### src/rtl/tx_serial_stream_pkg.sv
// Shared types and constants for the 8b10b serial transmitter.
package tx_serial_pkg;

  typedef enum logic {
    IDLE = 1'b0,
    RUN  = 1'b1
  } state_t;

  localparam logic [8:0]  K28_5  = 9'h1BC;
  localparam int unsigned CODE_W = 10;

endpackage

### src/rtl/tx_serial_stream_encode.sv
// Combinational 8b10b encoder: datain = {K, HGF, EDCBA}; dataout bit 0 = code bit a, bit 9 = code bit j.
module encode_8b10b (
  input  logic [8:0] datain,
  input  logic       dispin,
  output logic [9:0] dataout,
  output logic       dispout
);

  logic [4:0] w_x;
  logic [2:0] w_y;
  logic       w_k;
  logic       w_k28;
  logic [6:0] w_e6;
  logic [5:0] w_t6;
  logic       w_u6;
  logic [5:0] w_six;
  logic       w_rd6;
  logic       w_alt;
  logic [3:0] w_t4;
  logic       w_u4;
  logic       w_comp4;
  logic [3:0] w_four;

  assign w_x   = datain[4:0];
  assign w_y   = datain[7:5];
  assign w_k   = datain[8];
  assign w_k28 = w_k && (w_x == 5'd28);

  // 5b/6b lookup, RD- form as {unbalanced, abcdei}
  always_comb begin
    w_e6 = 7'b0_000000;
    case (w_x)
      5'd0:  w_e6 = 7'b1_100111;
      5'd1:  w_e6 = 7'b1_011101;
      5'd2:  w_e6 = 7'b1_101101;
      5'd3:  w_e6 = 7'b0_110001;
      5'd4:  w_e6 = 7'b1_110101;
      5'd5:  w_e6 = 7'b0_101001;
      5'd6:  w_e6 = 7'b0_011001;
      5'd7:  w_e6 = 7'b0_111000;
      5'd8:  w_e6 = 7'b1_111001;
      5'd9:  w_e6 = 7'b0_100101;
      5'd10: w_e6 = 7'b0_010101;
      5'd11: w_e6 = 7'b0_110100;
      5'd12: w_e6 = 7'b0_001101;
      5'd13: w_e6 = 7'b0_101100;
      5'd14: w_e6 = 7'b0_011100;
      5'd15: w_e6 = 7'b1_010111;
      5'd16: w_e6 = 7'b1_011011;
      5'd17: w_e6 = 7'b0_100011;
      5'd18: w_e6 = 7'b0_010011;
      5'd19: w_e6 = 7'b0_110010;
      5'd20: w_e6 = 7'b0_001011;
      5'd21: w_e6 = 7'b0_101010;
      5'd22: w_e6 = 7'b0_011010;
      5'd23: w_e6 = 7'b1_111010;
      5'd24: w_e6 = 7'b1_110011;
      5'd25: w_e6 = 7'b0_100110;
      5'd26: w_e6 = 7'b0_010110;
      5'd27: w_e6 = 7'b1_110110;
      5'd28: w_e6 = 7'b0_001110;
      5'd29: w_e6 = 7'b1_101110;
      5'd30: w_e6 = 7'b1_011110;
      5'd31: w_e6 = 7'b1_101011;
      default: w_e6 = 7'b0_000000;
    endcase
  end

  // D.07 is balanced but still alternates with disparity
  assign w_u6  = w_k28 ? 1'b1 : w_e6[6];
  assign w_t6  = w_k28 ? 6'b001111 : w_e6[5:0];
  assign w_six = (dispin && (w_u6 || (w_x == 5'd7))) ? ~w_t6 : w_t6;
  assign w_rd6 = dispin ^ w_u6;

  assign w_alt = w_k || (!w_rd6 && ((w_x == 5'd17) || (w_x == 5'd18) || (w_x == 5'd20)))
                     || (w_rd6 && ((w_x == 5'd11) || (w_x == 5'd13) || (w_x == 5'd14)));

  // 3b/4b lookup, RD- form as fghj
  always_comb begin
    w_t4 = 4'b0000;
    w_u4 = 1'b0;
    case (w_y)
      3'd0: begin w_t4 = 4'b1011; w_u4 = 1'b1; end
      3'd1: begin w_t4 = w_k ? 4'b0110 : 4'b1001; w_u4 = 1'b0; end
      3'd2: begin w_t4 = w_k ? 4'b1010 : 4'b0101; w_u4 = 1'b0; end
      3'd3: begin w_t4 = 4'b1100; w_u4 = 1'b0; end
      3'd4: begin w_t4 = 4'b1101; w_u4 = 1'b1; end
      3'd5: begin w_t4 = w_k ? 4'b0101 : 4'b1010; w_u4 = 1'b0; end
      3'd6: begin w_t4 = w_k ? 4'b1001 : 4'b0110; w_u4 = 1'b0; end
      3'd7: begin w_t4 = w_alt ? 4'b0111 : 4'b1110; w_u4 = 1'b1; end
      default: begin w_t4 = 4'b0000; w_u4 = 1'b0; end
    endcase
  end

  assign w_comp4 = w_u4 || (w_y == 3'd3)
                 || (w_k && ((w_y == 3'd1) || (w_y == 3'd2) || (w_y == 3'd5) || (w_y == 3'd6)));
  assign w_four  = (w_rd6 && w_comp4) ? ~w_t4 : w_t4;
  assign dispout = w_rd6 ^ w_u4;

  assign dataout = {w_four[0], w_four[1], w_four[2], w_four[3],
                    w_six[0], w_six[1], w_six[2], w_six[3], w_six[4], w_six[5]};

endmodule

### src/rtl/tx_serial_stream.sv
// 8b10b serial transmitter: accepts {K, byte} characters, encodes with running
// disparity and shifts each code group out gap-free, inserting idle commas when starved.
module tx_serial_stream
  import tx_serial_pkg::*;
#(
  parameter int unsigned DVSR_W    = 8,
  parameter bit          MSB_FIRST = 1'b0,
  parameter logic [8:0]  IDLE_CHAR = K28_5
) (
  input  logic              clk_i,
  input  logic              rst_ni,
  input  logic              en_i,
  input  logic [DVSR_W-1:0] dvsr_i,
  input  logic [8:0]        data_i,
  input  logic              valid_i,
  output logic              ready_o,
  output logic              data_o,
  output logic              bit_stb_o,
  output logic              idle_o,
  output logic              rd_o
);

  state_t              state_q, state_d;
  logic [DVSR_W-1:0]   cnt_q, cnt_d;
  logic [DVSR_W-1:0]   dvsr_q, dvsr_d;
  logic [3:0]          bit_q, bit_d;
  logic [CODE_W-1:0]   shift_q, shift_d;
  logic                rd_q, rd_d;
  logic                idle_q, idle_d;

  logic                w_last_bit;
  logic                w_boundary;
  logic                w_load;
  logic [8:0]          w_char;
  logic [CODE_W-1:0]   w_code;
  logic                w_dispout;
  logic [3:0]          w_idx;

  assign w_last_bit = (cnt_q == dvsr_q) && (bit_q == 4'd9);
  assign w_boundary = (state_q == IDLE) ? en_i : w_last_bit;
  assign w_load     = w_boundary && en_i;
  assign w_char     = valid_i ? data_i : IDLE_CHAR;

  encode_8b10b u_enc (
    .datain  (w_char),
    .dispin  (rd_q),
    .dataout (w_code),
    .dispout (w_dispout)
  );

  // Next-state: load at a character boundary, otherwise advance the bit timer
  always_comb begin
    state_d = state_q;
    cnt_d   = cnt_q;
    bit_d   = bit_q;
    dvsr_d  = dvsr_q;
    shift_d = shift_q;
    rd_d    = rd_q;
    idle_d  = idle_q;
    if (w_load) begin
      state_d = RUN;
      shift_d = w_code;
      rd_d    = w_dispout;
      idle_d  = !valid_i;
      dvsr_d  = dvsr_i;
      cnt_d   = {DVSR_W{1'b0}};
      bit_d   = 4'd0;
    end else if (w_boundary) begin
      state_d = IDLE;
      cnt_d   = {DVSR_W{1'b0}};
      bit_d   = 4'd0;
    end else if (state_q == RUN) begin
      if (cnt_q == dvsr_q) begin
        cnt_d = {DVSR_W{1'b0}};
        bit_d = bit_q + 4'd1;
      end else begin
        cnt_d = cnt_q + DVSR_W'(1);
      end
    end else begin
      state_d = state_q;
    end
  end

  // State and datapath registers
  always_ff @(posedge clk_i or negedge rst_ni) begin
    if (!rst_ni) begin
      state_q <= IDLE;
      cnt_q   <= {DVSR_W{1'b0}};
      bit_q   <= 4'd0;
      dvsr_q  <= {DVSR_W{1'b0}};
      shift_q <= {CODE_W{1'b0}};
      rd_q    <= 1'b0;
      idle_q  <= 1'b0;
    end else begin
      state_q <= state_d;
      cnt_q   <= cnt_d;
      bit_q   <= bit_d;
      dvsr_q  <= dvsr_d;
      shift_q <= shift_d;
      rd_q    <= rd_d;
      idle_q  <= idle_d;
    end
  end

  // ready is gated by reset so it stays low while reset is held with en_i high
  assign ready_o   = rst_ni && w_load;
  assign w_idx     = MSB_FIRST ? (4'd9 - bit_q) : bit_q;
  assign data_o    = (state_q == RUN) ? shift_q[w_idx] : 1'b0;
  assign bit_stb_o = (state_q == RUN) && (cnt_q == {DVSR_W{1'b0}});
  assign idle_o    = (state_q == RUN) && idle_q;
  assign rd_o      = rd_q;

endmodule

### config.mk
export PLATFORM = sky130hd
export DESIGN_NAME = tx_serial_stream
export DESIGN_NICKNAME = d
export VERILOG_FILES = /design/src/rtl/tx_serial_stream_pkg.sv /design/src/rtl/tx_serial_stream_encode.sv /design/src/rtl/tx_serial_stream.sv
export SDC_FILE = /design/constraint.sdc
export NUM_CORES = 1
export LEC_CHECK = 0
export BUFFER_PORTS_ARGS = -buffer_cell sky130_fd_sc_hd__clkbuf_2
export CORE_ASPECT_RATIO = 0.7
export CORE_MARGIN = 4
export CORE_UTILIZATION = 25
export DETAILED_ROUTE_END_ITERATION = 6
export HOLD_SLACK_MARGIN = 0.12
export PLACE_DENSITY_LB_ADDON = 0.15
export SLEW_MARGIN = 10
export SYNTH_ARGS = -nofsm -noshare
export SYNTH_HDL_FRONTEND = slang
export SYNTH_SLANG_ARGS = --single-unit
### constraint.sdc
create_clock -name clk_i -period 3 [get_ports clk_i]
set_input_delay 0.9 -clock clk_i [delete_from_list [all_inputs] [get_ports clk_i]]
set_output_delay 0.9 -clock clk_i [all_outputs]
set_load 0.01 [all_outputs]
==> results.cfg, run 1 <==
[yosys]
yosys_register_bits = 33
syn_area_sq_mm = 0.002552
synth_enable_flop_cells = 0
avgSynthCellArea_sq_um = 9.116
ys_types = 57
ys_async_sr_fraction = 1.000
syn_nets = 312
seq_area_frac_synth = 0.3235
synthCells = 280
synth_top_flop_cell = dfrtp_1
yosysWarnings = 0

[routing]
avgViaCountPerCell = 4.658
remaining_drc_errors = 0
drtIter0Drc = 106
antenna_left = 0
num_vias = 2087
first_pass_iters = 4
drt-total-wl_microns = 6342
wl_per_cell_microns = 14.16

[critical_path]
cp.arrival_ps = 1860
critPathLaunchType = flip-flop
r2r_slack_ps = 920
r2r-end = shift_q[9]
critPathTopFamily = multiplexers
crit_path_end_kind = output port
worstPathMaxFanout = 7
crit_buf_inv = 1
slowest_stage = mux4_2
required_ps = 2100
path_class = flip-flop to output port
r2r_start = cnt_q[2]
critical-path-max-stage-delay_ps = 560
r2r_cells = 8
worstPathCellList = mux4_2, mux2i_1, nor2_1, o21a_1, clkbuf_2

[grt]
busiest_layer = met1
grt_pass1_wl_microns = 10700
gr-usage-all-layers = 0.1125
grt_max_degree = 34
antenna_found_initial = 0
overflow = 0
gr-usage-met2 = 0.1440
grtUsageMet3 = 0.02363
grt_use_met1 = 0.1834
first_global_vias = 2054

[clocking]
clock_latency_ps = 280
clkSlewWorstSetupHoldPaths_ps = 50
numCtsBuffers = 5
cts-resized-gates = 0
cts_tree = done
clockRootBuffer = clkbuf_16
postCtsSetupBuffers = 0
cts_buffer_depth = 2
htreeDepth = 2
cts_num_sinks = 33
holdBufCountCts = 0

[placement]
place_ws_ps = 10.69
gp_congestion = 0.7946
hpwl_microns = 5071
io_buffers = 25

[min_path]
min_path_cells = 2
whs_endpoint = shift_q[5]
hp-start = shift_q[5]
hp-class = flip-flop to flip-flop

[final_layout]
fill_cells = 1048
n_antenna_cell = 0
nNetsFinal = 351
layout_common_cells = nand2_1 (36), dfrtp_1 (33), clkbuf_2 (25)
area_growth_pct = 20.64
drive_gt1_frac = 0.2656
final_common_cell = nand2_1

[floorplan]
initial_core_util = 0.2595
die_width_microns = 128.8
die_area_sq_mm = 0.01192
die_y_microns = 92.54
io_pins = 26
core_sq_mm = 0.009834
rows = 30

[sta]
drv_slew = 0
slew_headroom = 0.6676
fin_worst_skew_ps = 4.642
period_needed_ps = 2763
post-route-period-util = 0.9210
hold_viol_final = 0
setup_viol = 0
fmax_mhz = 361.9
worst_pin_slew_ps = 493.4
whs_ps = 481.6
rsz0062_at_grt = no
tns_ps = 0
worst_slack_ps = 237.1

[pwr]
total_leakage_power_nw = 1.382
ir_drop_v = 0.0002023
powerDensity_mw_per_mm2 = 387.8

[status]
status = completed

[run]
cap_violations = 0
[worst max path at each step]
stage,from,to,slack (ps),depth (start not counted)
final,bit_q[0],data_o,240,5
after floorplan,data_i[0],shift_q[9],10,11
after detailed placement,valid_i,shift_q[9],10,9
after CTS,bit_q[0],data_o,220,5
after global routing,valid_i,shift_q[9],100,11
after global placement,valid_i,shift_q[9],40,9
[cell usage after synthesis (2+ instances only)]
cell type	n	area share
mux2_2	11	0.049
buf_4	2	0.0059
nor4_1	3	0.0074
clkbuf_1	8	0.012
o221ai_1	2	0.0069
o2111ai_1	2	0.0069
ha_1	11	0.054
inv_1	10	0.015
nor2b_1	5	0.012
o31ai_1	2	0.0059
xor2_1	16	0.055
clkbuf_8	2	0.011
nand2b_1	3	0.0074
nand2_1	37	0.054
a21oi_1	6	0.012
mux4_2	2	0.018
o211ai_1	2	0.0059
nor3_1	3	0.0059
dfrtp_1	33	0.32
xnor2_1	13	0.045
o22ai_1	3	0.0074
and2_2	3	0.0088
or2b_1	2	0.0059
o21a_1	3	0.0088
and3_1	6	0.015
o21ai_0	13	0.025
nand3_1	6	0.012
nor2_1	23	0.034
a211oi_1	3	0.0088
mux2i_1	8	0.031
buf_6	3	0.013
nand4_1	9	0.022
[cell type report]
| class | instances | area, sq um | area share |
|---|---|---|---|
| tap | 128 | 160.2 | 0.05201 |
| clock inverter | 1 | 5.005 | 0.001625 |
| multi-input combinational | 222 | 1608 | 0.5221 |
| timing repair buffer | 47 | 290.3 | 0.09427 |
| inverter | 10 | 37.54 | 0.01219 |
| clock buffer | 7 | 152.6 | 0.04957 |
| sequential | 33 | 825.8 | 0.2682 |
[stage by stage]
stage / cells / total power [mW] / util / area, sq um
after floorplan: 280 / 0.5955 / - / 2589
after global placement: 440 / 0.6688 / 0.2971 / 2922
after detailed placement: 440 / 0.6674 / 0.2971 / 2922
after CTS: 448 / 1.212 / 0.3131 / 3079
after global routing: 448 / 1.250 / 0.3131 / 3079
final: 448 / 1.194 / 0.3131 / 3079
[power by group]
group	internal, mW	total (mW)	switching, mW
registers	0.446	0.447	0.00114
logic	0.0932	0.212	0.119
clock network	0.351	0.535	0.184
total	0.890	1.19	0.304
[cells by family after synthesis]
kind of cell               after synthesis  share of synthesized area
buffers and inverters                   25                    0.05637
DFF                                     33                     0.3235
adders and majority gates               11                    0.05392
AOI/OAI and AO/OA                       51                     0.1544
and+or+nand+nor                        110                     0.2147
xor gates and xnor gates                29                    0.09951
muxes                                   21                    0.09755
[layer usage]
metal / vias to the layer above / wire (microns)
met5: - / 0
met4: 0 / 62
met3: 5 / 217
li1: 1074 / -
met1: 971 / 3645
met2: 37 / 2416
[sequential cells by signal, summed over array words and instances (netlist names)]
| signal | flops |
|---|---|
| cnt_q | 8 |
| state_q | 1 |
| idle_q | 1 |
| shift_q | 10 |
| dvsr_q | 8 |
| bit_q | 4 |
| rd_o | 1 |
[tightest hold or removal path, cell delays in order, from the launching register on]
cell     delay [ps]
dfrtp_1         340
nand2_1          50
o21ai_0          60
Power figures use the tool's default switching activity.
==> run 2: changes to the inputs <==
Settings changed: BUFFER_PORTS_ARGS -buffer_cell sky130_fd_sc_hd__clkbuf_2 to -buffer_cell sky130_fd_sc_hd__buf_4.
==> run 2 against run 1 <==
Net effect: cell area up 0.57%; die area unchanged; clock skew decreased by 0.93 ps; critical path depth unchanged; largest cell class unchanged.
==> results.cfg, run 2 (synthesized netlist as in run 1, its figures left out) <==
[grt]
antenna_found_initial = 0
grt_max_degree = 34
grt_pass1_wl_microns = 10750
overflow = 0
gr-usage-all-layers = 0.1106
first_global_vias = 2059

[floorplan]
die_area_sq_mm = 0.01192
core_sq_mm = 0.009834
die_y_microns = 92.54
rows = 30
initial_core_util = 0.2595
io_pins = 26
die_width_microns = 128.8

[routing]
first_pass_iters = 4
antenna_left = 0
avgViaCountPerCell = 4.688
wl_per_cell_microns = 14.16
drt-total-wl_microns = 6274
remaining_drc_errors = 0
num_vias = 2077
drtIter0Drc = 133

[placement]
placed_area_sq_mm = 0.002954
gp_congestion = 0.8508
place_ws_ps = 36.71
hpwl_microns = 4946
io_buffers = 25

[critical_path]
r2r_slack_ps = 940
worstPathCellList = mux4_2, mux2i_1, nor2_1, o21a_1, buf_4
required_ps = 2100
path_class = flip-flop to output port
critPathLaunchType = flip-flop
cp_num_cells = 5
crit_buf_inv = 1
cp.arrival_ps = 1890
critical-path-max-stage-delay_ps = 560
cp-startpoint = bit_q[0]
slowest_stage = mux4_2
r2r_start = cnt_q[2]
critPathTopFamily = multiplexers
crit_path_end_kind = output port
worstPathMaxFanout = 7
r2r_cells = 8

[pwr]
power_mw = 1.164
ir_drop_v = 0.0002046
power_switching_mw = 0.2963
powerDensity_mw_per_mm2 = 376.0
p_int_mw = 0.8681
p_sw_frac = 0.2545
power_frac_comb = 0.183
pwr-share-clk = 0.433
total_leakage_power_nw = 1.369
seqPwrFrac = 0.384

[sta]
fin_worst_skew_ps = 3.715
slew_headroom = 0.6667
hold_viol_final = 0
fmax_mhz = 358.9
drv_slew = 0
post-route-period-util = 0.9287
worst_slack_ps = 213.8
period_needed_ps = 2786
worst_pin_slew_ps = 494.7
tns_ps = 0
rsz0062_at_grt = no
setup_viol = 0

[final_layout]
multi_input_area_sq_mm = 0.001608
nNetsFinal = 347
layout_common_cells = buf_4 (43), nand2_1 (36), dfrtp_1 (33)
largest_reg_flops = 10
fill_cells = 1045
largest_register = shift_q
design_area_sq_mm = 0.003097
final_common_cell = buf_4
n_antenna_cell = 0
area_growth_pct = 21.32
fin_util = 0.3149
drive_gt1_frac = 0.2508
seqCellArea_sq_um = 825.8
top_regs = shift_q (10), cnt_q (8), dvsr_q (8)

[min_path]
min_path_cells = 2
hp-start = shift_q[3]
hp-class = flip-flop to flip-flop

[clocking]
holdBufCountCts = 0
cts_num_sinks = 33
numCtsBuffers = 5
cts-resized-gates = 0
postCtsSetupBuffers = 0
clockRootBuffer = clkbuf_16
clkSlewWorstSetupHoldPaths_ps = 50
clock_latency_ps = 270
cts_tree = done
cts_buffer_depth = 2
htreeDepth = 2

[status]
status = completed

[run]
cap_violations = 0
-- run 2: cell count changes in the layout (fill, tap and decap cells not counted), sizes merged --
cell / change
buf: +21
clkbuf: -25
clkinv: -1
-- run 2: cell type report --
type / instances / area share
Inverter: 10 / 0.01212
Sequential cell: 33 / 0.2667
Multi-Input combinational cell: 222 / 0.5192
Tap cell: 128 / 0.05172
Clock buffer: 7 / 0.04606
Timing Repair Buffer: 43 / 0.1042
-- run 2: worst register-to-register path: cells and delay by family, from the launching register on --
family | cells | cell delay [ps]
and+or+nand+nor | 3 | 680
AOI/OAI and AO/OA | 3 | 460
DFF | 1 | 450
buffers and inverters | 1 | 190
xor gates and xnor gates | 1 | 170
-- run 2: final timing paths --
check                        endpoint
max                            data_o
min                        shift_q[3]
max reg2reg                shift_q[9]
min reg2reg                shift_q[3]
max in group asynchronous   dvsr_q[5]
min in group asynchronous    cnt_q[0]
-- run 2: power groups by stage --
stage | clock (mW) | combinational [mW] | sequential [mW]
final | 0.504 | 0.213 | 0.448
after global placement | 0 | 0.214 | 0.455
after floorplan | 0 | 0.141 | 0.455
after CTS | 0.516 | 0.215 | 0.447
after detailed placement | 0 | 0.214 | 0.455
after global routing | 0.532 | 0.238 | 0.447
-- run 2: metal layers --
layer	GRT usage	part of all wire	wire (microns)	vias to the layer above
met2	0.1448	0.38	2356	31
li1	-	-	-	1067
met1	0.1797	0.58	3654	977
met3	0.02478	0.036	227	2
met5	0	0	0	-
met4	0.02098	0.0057	36	0
-- run 2: stage by stage --
stage,cells,hold slack (ps)
6_report,443,470.9
5_1_grt,443,513.1
4_1_cts,443,479.1
3_5_place_dp,436,467.3
3_3_place_gp,436,466.8
2_1_floorplan,280,442.4
==> run 3: changes to the inputs <==
Settings changed: RECOVER_POWER set to 50.
==> run 3 against run 2 <==
Net effect: the flow now finishes with violations (capacitance limit, slew limit); routed wire length hardly changed; hold slack stayed put; register-to-register slack hardly changed; critical path type unchanged.
==> results.cfg, run 3 (synthesized netlist as in run 1, its figures left out) <==
[sta]
tns_ps = 0
rsz0062_at_grt = no
post-route-period-util = 0.9287
worst_pin_slew_ps = 1821
hold_viol_final = 0
fin_worst_skew_ps = 3.715
period_needed_ps = 2786
slew_headroom = -0.2138
setup_viol = 0
drv_slew = 34
fmax_mhz = 358.9

[placement]
io_buffers = 25
gp_congestion = 0.8508
hpwl_microns = 4946

[clocking]
numCtsBuffers = 5
postCtsSetupBuffers = 0
holdBufCountCts = 0
clockRootBuffer = clkbuf_16
cts_tree = done
clkSlewWorstSetupHoldPaths_ps = 50
cts_num_sinks = 33
cts_buffer_depth = 2
clock_latency_ps = 270
htreeDepth = 2
cts-resized-gates = 0

[pwr]
total_leakage_power_nw = 1.362
powerDensity_mw_per_mm2 = 376.5
ir_drop_v = 0.0002046

[final_layout]
largest_reg_flops = 10
n_antenna_cell = 0
final_common_cell = buf_4
drive_gt1_frac = 0.2444
fin_util = 0.3141
top_regs = shift_q (10), cnt_q (8), dvsr_q (8)
area_growth_pct = 21.03
nNetsFinal = 347
layout_common_cells = buf_4 (41), nand2_1 (36), dfrtp_1 (33)
largest_register = shift_q

[critical_path]
cp.arrival_ps = 1890
crit_path_end_kind = output port
path_class = flip-flop to output port
required_ps = 2100
r2r_cells = 8
worstPathMaxFanout = 7
critPathLaunchType = flip-flop

[grt]
overflow = 0
first_global_vias = 2059
gr-usage-all-layers = 0.1106
grt_pass1_wl_microns = 10750
antenna_found_initial = 0
grt_max_degree = 34

[floorplan]
die_area_sq_mm = 0.01192
die_y_microns = 92.54
core_sq_mm = 0.009834
rows = 30
die_width_microns = 128.8
initial_core_util = 0.2595
io_pins = 26

[routing]
antenna_left = 0
first_pass_iters = 4
drt-total-wl_microns = 6269
num_vias = 2077
avgViaCountPerCell = 4.688
drtIter0Drc = 133
remaining_drc_errors = 0
wl_per_cell_microns = 14.15

[status]
status = finished with violations
violations = capacitance limit, slew limit

[min_path]
min_path_cells = 2
hp-class = flip-flop to flip-flop

[run]
cap_violations = 1
[run 3: area by class of cell]
| class | instances | area, sq um |
|---|---|---|
| clock buffer | 7 | 142.6 |
| multi-input combinational | 222 | 1608 |
| tap | 128 | 160.2 |
| inverter | 10 | 37.54 |
| sequential | 33 | 825.8 |
| fill | 1046 | 6745 |
| timing repair buffer | 43 | 315.3 |
[run 3: layer usage]
layer,track usage,up-vias,wire length (microns)
met2,0.1448,31,2353
li1,-,1067,-
met4,0.02098,0,36
met3,0.02478,2,226
met1,0.1797,977,3653
met5,0,-,0
[run 3: worst paths after layout]
check                              to  slack, ps  startpoint
max                            data_o        210    bit_q[0]
min in group asynchronous    cnt_q[0]       1300      rst_ni
max in group asynchronous   dvsr_q[5]        650      rst_ni
min                        shift_q[3]        470  shift_q[3]
min reg2reg                shift_q[3]        470  shift_q[3]
max reg2reg                shift_q[9]        940    cnt_q[2]
[run 3: power by group]
part | switching, mW | internal, mW
registers | 0.00134 | 0.446
logic | 0.117 | 0.0950
clock network | 0.178 | 0.326
[run 3: critical path, cell delays in order (launching register included)]
cell and delay, ps:
dfrtp_1 530, mux4_2 560, mux2i_1 170, nor2_1 60
o21a_1 160, buf_4 140
[run 3: per-stage QoR]
step / instance area [sq um] / power, mW / hold slack (ps) / std cells / worst slack, ps
after global routing: 3089 / 1.216 / 513.1 / 443 / 100.8
after detailed placement: 2954 / 0.6694 / 467.3 / 436 / 36.71
after CTS: 3097 / 1.179 / 479.1 / 443 / 170.7
after global placement: 2954 / 0.6687 / 466.8 / 436 / 61.19
final: 3089 / 1.163 / 470.9 / 443 / 213.8
after floorplan: 2589 / 0.5955 / 442.4 / 280 / 11.71
